`src/rtl/fifo_32x8.sv`:
```
// 8-entry x 32-bit synchronous FIFO with registered read data and
// Moore-decoded write/read acknowledge and error flags.
module fifo_32x8 #(
   parameter int DEPTH  = 8,
   parameter int DWIDTH = 32
) (
   input  logic              clk,
   input  logic              reset_n,
   input  logic              wr_en,
   input  logic              rd_en,
   input  logic [DWIDTH-1:0] din,
   output logic [DWIDTH-1:0] dout,
   output logic              full,
   output logic              empty,
   output logic              wr_ack,
   output logic              wr_err,
   output logic              rd_ack,
   output logic              rd_err,
   output logic [3:0]        data_count
);

   localparam int PTR_W = 3;

   typedef enum logic [2:0] {
      INIT    = 3'b000,
      NO_OP   = 3'b001,
      WRITE   = 3'b010,
      WR_ERR  = 3'b011,
      READ    = 3'b100,
      RD_ERR  = 3'b101,
      RD_WR   = 3'b110,
      ILLEGAL = 3'b111
   } state_t;

   state_t            state_reg, state_next;
   logic [DWIDTH-1:0] mem [DEPTH];
   logic [PTR_W-1:0]  head_reg, tail_reg;
   logic [3:0]        count_reg;
   logic [DWIDTH-1:0] dout_reg;
   logic              wr_acc_reg;
   logic              rd_accept, wr_accept;

   // A read frees a slot on the same edge, so a full FIFO still accepts a write.
   assign rd_accept = rd_en && (count_reg != 4'd0);
   assign wr_accept = wr_en && ((count_reg < 4'(DEPTH)) || rd_accept);

   // Storage carries no reset so it maps onto plain RAM/registers.
   always_ff @(posedge clk) begin
      if (reset_n && wr_accept)
         mem[tail_reg] <= din;
   end

   always_ff @(posedge clk) begin
      if (!reset_n) begin
         head_reg   <= '0;
         tail_reg   <= '0;
         count_reg  <= 4'd0;
         dout_reg   <= '0;
         wr_acc_reg <= 1'b0;
         state_reg  <= INIT;
      end else begin
         state_reg  <= state_next;
         wr_acc_reg <= wr_accept;
         if (wr_accept)
            tail_reg <= tail_reg + 3'd1;
         if (rd_accept) begin
            dout_reg <= mem[head_reg];
            head_reg <= head_reg + 3'd1;
         end
         case ({wr_accept, rd_accept})
            2'b10:   count_reg <= count_reg + 4'd1;
            2'b01:   count_reg <= count_reg - 4'd1;
            default: count_reg <= count_reg;
         endcase
      end
   end

   always_comb begin
      state_next = NO_OP;
      wr_ack     = 1'b0;
      wr_err     = 1'b0;
      rd_ack     = 1'b0;
      rd_err     = 1'b0;

      if (state_reg == ILLEGAL)
         state_next = NO_OP;
      else if (rd_en && !rd_accept)
         state_next = RD_ERR;
      else if (wr_en && !wr_accept)
         state_next = WR_ERR;
      else if (wr_accept && rd_accept)
         state_next = RD_WR;
      else if (wr_accept)
         state_next = WRITE;
      else if (rd_accept)
         state_next = READ;
      else
         state_next = NO_OP;

      // RD_ERR alone cannot tell whether the paired write went through.
      case (state_reg)
         WRITE:   wr_ack = 1'b1;
         WR_ERR:  wr_err = 1'b1;
         READ:    rd_ack = 1'b1;
         RD_WR: begin
            wr_ack = 1'b1;
            rd_ack = 1'b1;
         end
         RD_ERR: begin
            rd_err = 1'b1;
            wr_ack = wr_acc_reg;
         end
         default: ;
      endcase
   end

   assign dout       = dout_reg;
   assign data_count = count_reg;
   assign full       = (count_reg == 4'(DEPTH));
   assign empty      = (count_reg == 4'd0);

endmodule

```
`config.mk`:
```
export PLATFORM = sky130hd
export DESIGN_NAME = fifo_32x8
export DESIGN_NICKNAME = d
export VERILOG_FILES = /design/src/rtl/fifo_32x8.sv
export SDC_FILE = /design/constraint.sdc
export NUM_CORES = 1
export LEC_CHECK = 0
export ABC_AREA = 1
export BUFFER_PORTS_ARGS = -buffer_cell sky130_fd_sc_hd__buf_2
export CORE_MARGIN = 1
export CORE_UTILIZATION = 35
export DETAILED_ROUTE_END_ITERATION = 16
export PLACE_DENSITY = 0.55
export RECOVER_POWER = 25
export SYNTH_ARGS = -nofsm -noshare
export SYNTH_HDL_FRONTEND = slang
export SYNTH_SLANG_ARGS = --single-unit
```
`constraint.sdc`:
```
create_clock -name clk -period 5.3 [get_ports clk]
set_input_delay 0.265 -clock clk [delete_from_list [all_inputs] [get_ports clk]]
set_output_delay 0.265 -clock clk [all_outputs]
set_load 0.02 [all_outputs]
```
==> Yosys cells after proc, flatten, opt, wreduce, memory -nomap -nowiden <==
Memories as Yosys holds them, arrays and structs flattened. A register that Yosys moved wholly into a read port is not among the register bits.
Cells that the tools add are included.
{ "totals": {"ff_bits": 14, "input_bits": 36, "ramBits": 256, "memories": 1, "elab_cells": 53} }
{ "op_classes": {"n_lt_le_gt_ge": 1, "n_reduce_logical": 17, "n_mux": 13, "eq_ne": 9, "n_bitwise": 1, "addsub": 4} }
{ "mem_list": {"columns": ["name", "words", "word_bits", "rd", "rd_ports_with_merged_regs", "write_ports", "line_no", "rtl"], "rows": [
  ["mem", 8, 32, 1, 1, 1, "36", "logic [DWIDTH-1:0] mem [DEPTH];"]
]} }
{ "op_table": {"columns": ["op", "count"], "rows": [
  ["$mux W3", 5],
  ["$eq A3 B3 Y1 const B", 4],
  ["$pmux W4 S2", 1],
  ["$add A3 B1 Y3 const B", 2],
  ["$eq A3 B2 Y1 const B", 2],
  ["$logic_and A1 B1 Y1", 6],
  ["$mux W1", 6],
  ["$reduce_or A2 Y1", 3],
  ["$add A4 B1 Y4 const B", 1],
  ["$eq A4 B4 Y1 const B", 1],
  ["$logic_not A4 Y1", 1],
  ["$lt A4 B4 Y1 const B", 1],
  ["$reduce_bool A4 Y1", 1],
  ["$sub A4 B1 Y4 const B", 1],
  ["$logic_not A1 Y1", 3],
  ["$reduce_or A3 Y1", 1],
  ["$eq A2 B1 Y1 const B", 1],
  ["$eq A2 B2 Y1 const B", 1],
  ["$pmux W1 S2", 1],
  ["$reduce_bool A2 Y1", 1],
  ["$logic_or A1 B1 Y1", 1],
  ["$not A1 Y1", 1]
]} }

==> Depth between registers and ports, before layout <==
Gate-level depths: netlist of run 1.
{ "logic_depth": {"ltp_word": 9, "ltp_mapped": 16} }

==> Least setup slack after synthesis of run 1 <==
No wires, ideal clock.
{ "synth_timing": {"path_kind": "reg-to-reg", "from": "register count_reg[3], in the netlist data_count[3]", "to": "memory mem[0][0], enable pin", "arrival_time_ns": 2.204, "synth_period_minus_slack_ns": 2.625, "path_buffers": 0, "stages_incl_launch_ff": 6, "required_time_ns": 4.879, "path_slack_ns": 2.675, "path_cell_list": "dfxtp_1 inv_2 o21ai_2 inv_1 nand2_1 nor2_1"} }
{ "synth_between": {"elab_chain_cells": 7} }
{ "synth_rtl": {"columns": ["element", "line_no", "rtl"], "rows": [
  ["from (decl)", "38", "logic [3:0] count_reg;"],
  ["from (signal assigned)", "71", "2'b10: count_reg <= count_reg + 4'd1;"],
  ["from (signal assigned)", "72", "2'b01: count_reg <= count_reg - 4'd1;"],
  ["from (signal assigned)", "73", "default: count_reg <= count_reg;"],
  ["parallel branches: the longest is 2 deep, another holds $lt A4 B4 Y1", null, null],
  ["$logic_or A1 B1 Y1 (*)", "45", "assign wr_accept = wr_en && ((count_reg < 4'(DEPTH)) || rd_accept);"],
  ["$logic_and A1 B1 Y1 (*)", "45", null],
  ["net wr_accept", "41", "logic rd_accept, wr_accept;"],
  ["$logic_and A1 B1 Y1 (*)", "49", "if (reset_n && wr_accept)"],
  ["$mux W1 (*)", "49", null],
  ["$mux W1 (implied by the code) (*)", "50", "mem[tail_reg] <= din;"],
  ["to (decl)", "36", null]
]} }
Mark *: on every way through the listed nets, which the timed path passes.

==> Worst setup path after layout of run 1 <==
{ "layout_timing": {"from": "input reset_n", "to": "memory mem[3][8], enable pin"} }
{ "layout_between": {"elab_chain_cells": 3} }
{ "layout_rtl": {"columns": ["element", "line_no", "rtl"], "rows": [
  ["from (decl)", "8", "input logic reset_n,"],
  ["$logic_and A1 B1 Y1", "49", null],
  ["$mux W1", "49", null],
  ["$mux W1 (implied by the code)", "50", null]
]} }
No other way between the ends.

==> results of run 1 <==
power by group:
group          internal, µW  total, µW  switching (µW)
logic                   486       1510            1020
registers              2750       2890             139
clock network          1420       2310             890
total                  4650       6710            2050
area by class of cell:
type / instances / area (µm²) / area share
Clock buffer: 47 / 931 / 0.0671
Sequential cell: 302 / 8610 / 0.621
Multi-Input combinational cell: 568 / 2900 / 0.209
Inverter: 79 / 302 / 0.0217
Timing Repair Buffer: 82 / 405 / 0.0292
Tap cell: 448 / 561 / 0.0404
Clock inverter: 13 / 163 / 0.0117
placed cells by master (no fill, tap or decap), types with 5 or more instances in the layout:
cell type / count
a21oi_2: 29
nand3_1: 70
nor2_1: 154
clkbuf_16: 35
edfxtp_1: 256
clkinv_1: 5
buf_2: 53
clkbuf_1: 35
nand2_1: 111
o211ai_1: 57
inv_1: 73
dfxtp_1: 44
nor2_4: 8
a21oi_1: 13
ha_1: 6
o21ai_1: 36
o21ai_0: 76
routing by layer:
metal,GRT usage,share of wire,up-vias
met2,0.236,0.47,139
met3,0.0244,0.040,31
met1,0.186,0.47,3436
li1,-,-,3656
met4,0.0410,0.016,0
met5,0,0,-
cell families (layout without fill, tap and decap cells):
family,count (synthesis),after routing
AND/OR/NAND/NOR,347,347
flip-flops,302,302
AO/OA/AOI/OAI,212,212
buffers and inverters,139,221
adder cells (fa/ha/maj),6,6
XOR/XNOR,3,3
tightest hold or removal path: cells and delay by family:
kind,cells,cell delay [ps]
buf+inv,2,200
simple gates,1,40
metrics by stage:
stage | power, µW | cell area (µm²) | utilization | setup slack, ps
3_5_place_dp | 4470 | 12800 | 0.379 | 2280
3_3_place_gp | 4460 | 12800 | 0.379 | 2320
5_1_grt | 7070 | 13900 | 0.411 | 2580
6_report | 6710 | 13900 | 0.411 | 2890
4_1_cts | 6800 | 13900 | 0.411 | 2800
2_1_floorplan | 4140 | 12100 | - | 2670
final timing paths:
check	from	to
max	reset_n	mem[3][8]
min	rd_en	state_reg[2]
max reg2reg	head_reg[1]	dout[17]
min reg2reg	dout[28]	dout[28]
==> metrics.md, run 1 <==
| Metric | Value |
|---|---|
| Top cells by area, synth | edfxtp_1 (63%), dfxtp_1 (7.6%), nor2_1 (5.0%) |
| Yosys top cell area share | 0.633 |
| Layout cell share with drive strength beyond 1 | 0.137 |
| Crit Path Max Fanout | slightly above 40 |
| H-Tree Depth | 2 |
| Number of synthesized register bits | roughly 300 |
| Die area | 35400 µm² |
| Area share of fa/ha/maj cells after synthesis | 0.00619 |
| Max_cap viols | 0 |
| Post-synthesis mux area share | 0 |
| Relative slew slack | 0.237 |
| Total Wirelength | 24600 µm |
| Largest net degree at the start of global routing | roughly 130 |
| Hold buffers post-CTS | 0 |
| Critical path capture point type | flip-flop |
| Clock Skew | about 23 ps |
| Starting density of the core | 0.359 |
| Worst Setup Path Type | in2reg |
| Hold_ws | 57.1 ps |
| Synth Area in Compound Gates | 0.108 |
| Reg2reg setup slack | 2900 ps |
| Row cnt | 67 |
| Worst path depth | 5 |
| IR Drop Worst-Case VDD | 202 µV |
| Biggest cell delay along the critical path | between 900 and 1000 ps |
| Main combinational cell family by area after synthesis | simple AND/OR/NAND/NOR gates |
| Root buffer cell | clkbuf_16 |
| Net Count, Synth | 1051 |
| Mean Syn Cell Area | approximately 12 µm² |
| Setup TNS | 0 ps |
| CP top delay family | simple AND/OR/NAND/NOR gates |
| CP arrival | 2520 ps |
| Startpoint Class | input pin |
| Layout Cells excl Fill | 1539 |
| Most common flop cell mapped by yosys | edfxtp_1 |
| HP Class | in2reg |
| Vias post-DR | between 7000 and 8000 |
| Die width | 188 µm |
| Fin. max-slew vios | 0 |
| F_max | 415 MHz |
| Synth Cell Area | approximately 12000 µm² |
| RSZ-0062 raised after global routing | no |
| Crit path buffers/inverters | 2 |
| Most common cell in the netlist | edfxtp_1 |
| Leak | 0.00493 µW |
| First-pass DRT Iterations | 4 |
| Height of the die | between 150 and 200 µm |
| Antenna fix cells | 0 |
| Clock transition at the registers of the reported paths | roughly 50 ps |
| Synth Area in XOR/XNOR | 0.00216 |
| Vias per inst | between 4 and 5 |
| Nets | 1109 |
| Area grow syn2layout | 14.3% |
| Post-CTS Setup Inserts | 0 |
| GRT Total Usage | 0.140 |
| DR WL/cell | about 16 µm |
| Worst path slowest cell | nor2_4 |
| GPL Wtd Cong | ~0.73 |
| Simple-gate share of the synthesized area | 0.117 |
| Synth area leader | edfxtp_1 |
| Vias in the first global route | about 7000 |
| Setup violators final | 0 |
| Power Density | between 400 and 500 nW/µm² |
| Core area | 33800 µm² |
| Post-synth EDFFs | 256 |
| Crit-path cells | buf_2, inv_1, nor2_1, nand2_1, nor2_4 |
| Sequential-to-total area share from yosys stat | 0.709 |
| Post-DP HPWL | 13300 µm |
| Antenna violations before repair | 0 |
| Clock latency on the worst-skew pair | ~500 ps |
| CP required | 5410 ps |
| Residual DRC count | 0 |
| Synth cell count leaders | edfxtp_1 (256), nor2_1 (162), nand2_1 (111) |
| FFs w/ async S/R, synth | 0 |
| YS warnings | 0 |
| I/O pins | 78 |
| Post-synthesis instance total | around 1000 |
| Dpl cells | approximately 1500 |
| Clk buf depth | 3 |
| Tcrit/Tclk final | 0.455 |
| 1st-iter DRT viols | roughly 370 |
| R2R cell count | 7 |
| Total CTS buffers | 34 |
| Fill cells | around 3100 |
| Hold Path Depth | 3 |
| Endpoints failing hold | 0 |
| First-pass GRT wire length | around 39000 µm |
| CTS tree | built |
| CTS Sinks | roughly 300 |
| Distinct cells, synth | 28 |
| Post-cts repair resize count | 0 |
| Status | completed |
| Routed Antenna Nets | 0 |
| Largest register FFs | around 260 |
| Slew @ Worst Pin | 1140 ps |
| Post-layout min period | approximately 2400 ps |
| Buffers on Ports | slightly below 80 |
| GR Overflow Total | 0 |
Power figures use the tool's default switching activity.
==> run 2, diff against run 1 <==
Settings changed: ABC_AREA 1 to 0.
Clock period 5.3 ns to 2.35 ns, I/O delays scaled along.
==> run 2 against run 1 <==
Final cell count fell by 26%. Via count shrank 21%. First-iteration DRC count increased by 30%. Global-route usage is 0.87 points higher. Sequential power rose by 120%. Clock skew decreased by 10 ps. Power up 110%. Non-clock buffer count up 57. Flip-flop and latch count unchanged. Critical path type is now reg2reg. Highest routed layer unchanged.
==> metrics.md, run 2 <==
| Metric | Value |
|---|---|
| Status | completed |
| Met3 usage | 0.0247 |
| Layout cell share with drive strength beyond 1 | 0.287 |
| Largest register FFs | about 260 |
| Clock transition at the registers of the reported paths | about 60 ps |
| Leak | 0.00452 µW |
| Distinct cells, synth | 38 |
| Vias per inst | approximately 5.1 |
| Synth area leader | edfxtp_1 |
| GRT Total Usage | 0.149 |
| FFs w/ async S/R, synth | 0 |
| 1st-iter DRT viols | around 480 |
| Clk buf depth | 3 |
| Clock Skew | between 10 and 15 ps |
| Largest net degree at the start of global routing | 53 |
| Area grow syn2layout | 20.8% |
| H-Tree Depth | 1 |
| Commonest non-fill, non-tap cells in the layout | edfxtp_1 (256), mux4_2 (64), buf_2 (55) |
| CTS Sinks | 302 |
| Post-layout min period | around 2200 ps |
| Max_cap viols | 0 |
| Height of the die | between 150 and 200 µm |
| Leading cell type in the layout, fill and taps excluded | edfxtp_1 |
| Vias in the first global route | approximately 6000 |
| Crit Path Max Fanout | 5 |
| Residual DRC count | 0 |
| F_max | 460 MHz |
| Number of synthesized register bits | 302 |
| Total Wirelength | 24000 µm |
| Post-DP HPWL | between 10000 and 15000 µm |
| Synth cell count leaders | edfxtp_1 (256), mux4_2 (64), dfxtp_1 (46) |
| GPL Wtd Cong | around 0.69 |
| Final design utilization | 0.431 |
| Core area | 31700 µm² |
| CP arrival | ~2700 ps |
| Power Density | 1040 nW/µm² |
| Synth Cell Area | around 11000 µm² |
| CP required | 2820 ps |
| Grt met1 use | 0.202 |
| Sequential-to-total area share from yosys stat | 0.761 |
| Mean Syn Cell Area | roughly 20 µm² |
| Root buffer cell | clkbuf_16 |
| Post-synthesis instance total | about 570 |
| Fin. max-slew vios | 0 |
| Worst Setup Path Type | reg2reg |
| I/O pins | 78 |
| GR Overflow Total | 0 |
| First-pass DRT Iterations | 4 |
| DR WL/cell | between 20 and 25 µm |
| Met2 Use GR | 0.252 |
| Tcrit/Tclk final | 0.925 |
| Antenna violations before repair | 1 |
| Total CTS buffers | 30 |
| Design Area, Final | between 10000 and 15000 µm² |
| First-pass GRT wire length | approximately 37000 µm |
| Hold_ws | around 420 ps |
| Hold buffers post-CTS | 35 |
| Most common cell in the netlist | edfxtp_1 |
| Slew @ Worst Pin | 545 ps |
| Endpoints failing hold | 0 |
| Net Count, Synth | 611 |
| CTS tree | built |
| Starting density of the core | 0.357 |
| Yosys top cell area share | 0.679 |
| Critical path capture point type | flip-flop |
| Vias post-DR | around 5700 |
| IR Drop Worst-Case VDD | around 630 µV |
| Routed Antenna Nets | 0 |
| Nets | 750 |
| Die width | about 180 µm |
| Area after DPL | roughly 12000 µm² |
| HP Class | in2reg |
| RSZ-0062 raised after global routing | no |
| Buffers on Ports | 77 |
| Top cells by area, synth | edfxtp_1 (68%), mux4_2 (13%), dfxtp_1 (8.1%) |
| Relative slew slack | 0.637 |
| Setup violators final | 0 |
| Post-CTS Setup Inserts | 0 |
| Post-cts repair resize count | 0 |
| YS warnings | 0 |
| Die area | between 30000 and 40000 µm² |
| Reg2reg setup slack | between 150 and 200 ps |
| Post-synth EDFFs | between 200 and 300 |
| Row cnt | between 60 and 70 |
| Startpoint Class | flip-flop |
| GR peak layer | met2 |
| Most common flop cell mapped by yosys | edfxtp_1 |
| Clock latency on the worst-skew pair | about 540 ps |
## run 2: cell types whose count changed after synthesis, moves of 41 or more
| cell | delta |
|---|---|
| o211ai_1 | -55 |
| mux4_2 | +64 |
| inv_1 | -71 |
| o21ai_0 | -41 |
| nand2_1 | -103 |
| nor2_1 | -122 |
| nand3_1 | -67 |
## run 2: per-layer routing
metal,share of wire,vias to the layer above
met5,0,-
met2,0.49,174
li1,-,2587
met4,0.014,0
met1,0.43,2956
met3,0.064,31
## run 2: stage by stage
stage	worst slack [ps]	total power, µW	cells	setup TNS (ps)
after CTS	180	14400	1134	0
after global routing	91.2	14900	1135	0
after detailed placement	197	9470	1043	0
final	176	14200	1135	0
after global placement	206	9420	1043	0
after floorplan	-52.6	8560	569	-1680
## run 2: critical path: stages, from the launching register on
cell and delay, ps:
dfxtp_1 340, o41a_2 550, ha_4 200, xor2_1 150, ha_1 190, a21oi_2 130
xor2_1 80, or3_1 310, a21boi_0 150
## run 2: worst paths after layout
| check | cells after the start | startpoint | end |
|---|---|---|---|
| min | 2 | din[2] | mem[7][2] |
| min reg2reg | 2 | data_count[3] | data_count[3] |
| max | 8 | data_count[3] | data_count[2] |
| max reg2reg | 8 | data_count[3] | data_count[2] |
## run 2: logic make-up after synthesis
| group | synth area share |
|---|---|
| and+or+nand+nor | 0.0330 |
| AOI/OAI and AO/OA | 0.0389 |
| xor gates and xnor gates | 0.00542 |
| buffers and inverters | 0.0233 |
| adders and majority gates | 0.00664 |
| muxes | 0.132 |
| DFF | 0.761 |
## run 2: report_power, final
group	switching (µW)	total, µW	internal, µW
combinational	1600	2880	1280
sequential	271	6460	6190
clock	1920	4890	2970
## run 2: layout make-up
type | count | area [µm²]
flip-flops and latches | 302 | 8620
well taps | 402 | 503
inverters | 2 | 7.51
clock buffers | 40 | 810
diodes | 1 | 2.50
clock inverters | 16 | 210
multi-input cells | 233 | 2530
fillers | 2824 | 18100
repair buffers | 139 | 986
==> run 3, diff against run 2 <==
Settings changed: BUFFER_PORTS_ARGS -buffer_cell sky130_fd_sc_hd__buf_2 to not set, DONT_BUFFER_PORTS set to 1, PLACE_DENSITY 0.55 to 0.53.
==> run 3 against run 2 <==
Final cell count decreased by 6.0%. Cell area shrank 0.84%. Register-to-register slack got worse by 50 ps. Non-clock buffer count is 76 lower. First-iteration DRC count shrank 30%. Largest power group unchanged. Combinational power decreased by 17%. Sequential share of layout area rose by 0.55 points. Maximum frequency shrank 2.2%. Flip-flop and latch count is the same. Sequential power increased by 4.6%. Critical path depth is the same.
==> metrics.md, run 3 (same netlist as run 2, synthesis figures left out) <==
| Metric | Value |
|---|---|
| Pwr Total | ~14000 µW |
| RR Endpoint | data_count[2] |
| Reg2reg setup slack | around 130 ps |
| Residual DRC count | 0 |
| Layout cell share with drive strength beyond 1 | 0.243 |
| Slew @ Worst Pin | slightly below 500 ps |
| R2R cell count | 8 |
| Hold_ws | around 140 ps |
| CP arrival | around 2600 ps |
| CTS tree | built |
| Sw Pwr | approximately 3900 µW |
| Post-DP HPWL | approximately 12000 µm |
| Biggest cell delay along the critical path | roughly 540 ps |
| Worst path depth | 8 |
| Max_cap viols | 0 |
| Reg power frac | 0.467 |
| Crit-path cells | o41a_4, ha_4, xor2_1, ha_1, a21oi_2, xor2_1, or3_1, a21boi_0 |
| Leak | approximately 0.0043 µW |
| Root buffer cell | clkbuf_16 |
| Total Wirelength | between 20000 and 25000 µm |
| Row cnt | 65 |
| HP Class | in2reg |
| I/O pins | 78 |
| End of the critical path | data_count[2] |
| Critical path capture point type | flip-flop |
| Largest register FFs | ~260 |
| DR WL/cell | 22.1 µm |
| Grt met1 use | 0.193 |
| Starting density of the core | 0.357 |
| Status | completed |
| Crit path buffers/inverters | 0 |
| Die width | ~180 µm |
| Clock share of power | 0.367 |
| Fin. max-slew vios | 0 |
| Sw Ratio | 0.267 |
| GRT Total Usage | 0.147 |
| Crit Path Max Fanout | 5 |
| Leading cell type in the layout, fill and taps excluded | edfxtp_1 |
| CP top delay family | compound AO/OA/AOI/OAI gates |
| Antenna violations before repair | 3 |
| R2r startpoint | data_count[3] |
| GR Overflow Total | 0 |
| 1st-iter DRT viols | between 300 and 400 |
| Clk buf depth | 3 |
| Largest net degree at the start of global routing | 48 |
| Power Density | roughly 1100 nW/µm² |
| Area after DPL | approximately 12000 µm² |
| Met3 usage | 0.0387 |
| CTS Sinks | ~300 |
| Buffers on Ports | 0 |
| Worst path slowest cell | o41a_4 |
| Nets | slightly below 700 |
| GPL Wtd Cong | roughly 0.69 |
| First-pass DRT Iterations | 6 |
| GR peak layer | met2 |
| Design Area, Final | roughly 14000 µm² |
| Clock latency on the worst-skew pair | slightly above 500 ps |
| Commonest non-fill, non-tap cells in the layout | edfxtp_1 (256), mux4_2 (64), dfxtp_1 (42) |
| Design internal power | ~11000 µW |
| Vias in the first global route | around 5700 |
| Clock Skew | 28.8 ps |
| Combinational Power Share | 0.166 |
| Tcrit/Tclk final | 0.946 |
| Die area | 33000 µm² |
| Core area | 31700 µm² |
| CP required | about 2800 ps |
| Area grow syn2layout | 19.8% |
| Post-layout min period | between 2000 and 2500 ps |
| F_max | around 450 MHz |
| Routed Antenna Nets | 0 |
| Setup TNS | 0 ps |
| Relative slew slack | 0.661 |
| First-pass GRT wire length | 36100 µm |
| Vias per inst | around 5.1 |
| Endpoints failing hold | 0 |
| Met2 Use GR | 0.242 |
| Total CTS buffers | 34 |
| Startpoint Class | flip-flop |
| CP startpoint | data_count[3] |
| Vias post-DR | 5456 |
| Height of the die | around 180 µm |
| H-Tree Depth | 2 |
| Worst Setup Path Type | reg2reg |
| Setup violators final | 0 |
| Cell mode on critical path | xor2_1 |
| IR Drop Worst-Case VDD | slightly below 700 µV |
| Clock transition at the registers of the reported paths | approximately 50 ps |
==> run 3: area by class of cell <==
| cell class | count | area (µm²) |
|---|---|---|
| fill | 2798 | 18200 |
| sequential | 302 | 8620 |
| multi-input combinational | 233 | 2540 |
| clock buffer | 46 | 937 |
| timing repair buffer | 63 | 726 |
| tap | 402 | 503 |
| clock inverter | 16 | 211 |
| inverter | 2 | 7.51 |
| antenna | 3 | 7.51 |
==> run 3: repair_timing <==
action,in CTS,in global routing
resized for setup,0,1
endpoints found under the setup margin,0,1
endpoints found under the hold margin,302,0
hold buffers,37,0
setup buffers,0,0
==> run 3: stage by stage <==
stage                      util  setup WS, ps  cells
after floorplan               -         -52.6    569
after global placement    0.379           257    965
after detailed placement  0.379           115    965
after CTS                 0.427          93.3   1064
after global routing      0.427         -8.18   1066
final                     0.427           128   1067
==> run 3: how the worst min path moves through the flow <==
stage / cells past startpoint / to / slack, ps / from
3_5_place_dp: 0 / mem[5][4] / 220 / din[4]
5_1_grt: 3 / wr_acc_reg / 150 / wr_en
2_1_floorplan: 0 / mem[0][0] / 220 / din[0]
4_1_cts: 3 / wr_acc_reg / 130 / wr_en
3_3_place_gp: 0 / mem[7][21] / 220 / din[21]
6_report: 3 / wr_acc_reg / 140 / wr_en
==> run 3: layer usage <==
metal  share of wire  wire length, µm  up-vias
li1                -                -     2455
met1            0.43            10100     2827
met2            0.49            11600      137
met3           0.063             1480       37
met4           0.018              420        0
met5               0                0        -
==> run 3: worst register-to-register path: stages, from the launching register on <==
cell      delay (ps)
dfxtp_1          350
o41a_4           540
ha_4             200
xor2_1           140
ha_1             200
a21oi_2          130
xor2_1            90
or3_1            300
a21boi_0         190
==> run 3: power by group through the flow <==
stage | clock network, µW | logic, µW | registers, µW
3_5_place_dp | 0 | 2310 | 6900
2_1_floorplan | 0 | 1810 | 6750
3_3_place_gp | 0 | 2280 | 6890
5_1_grt | 5650 | 2620 | 6830
4_1_cts | 5440 | 2450 | 6780
6_report | 5310 | 2400 | 6760
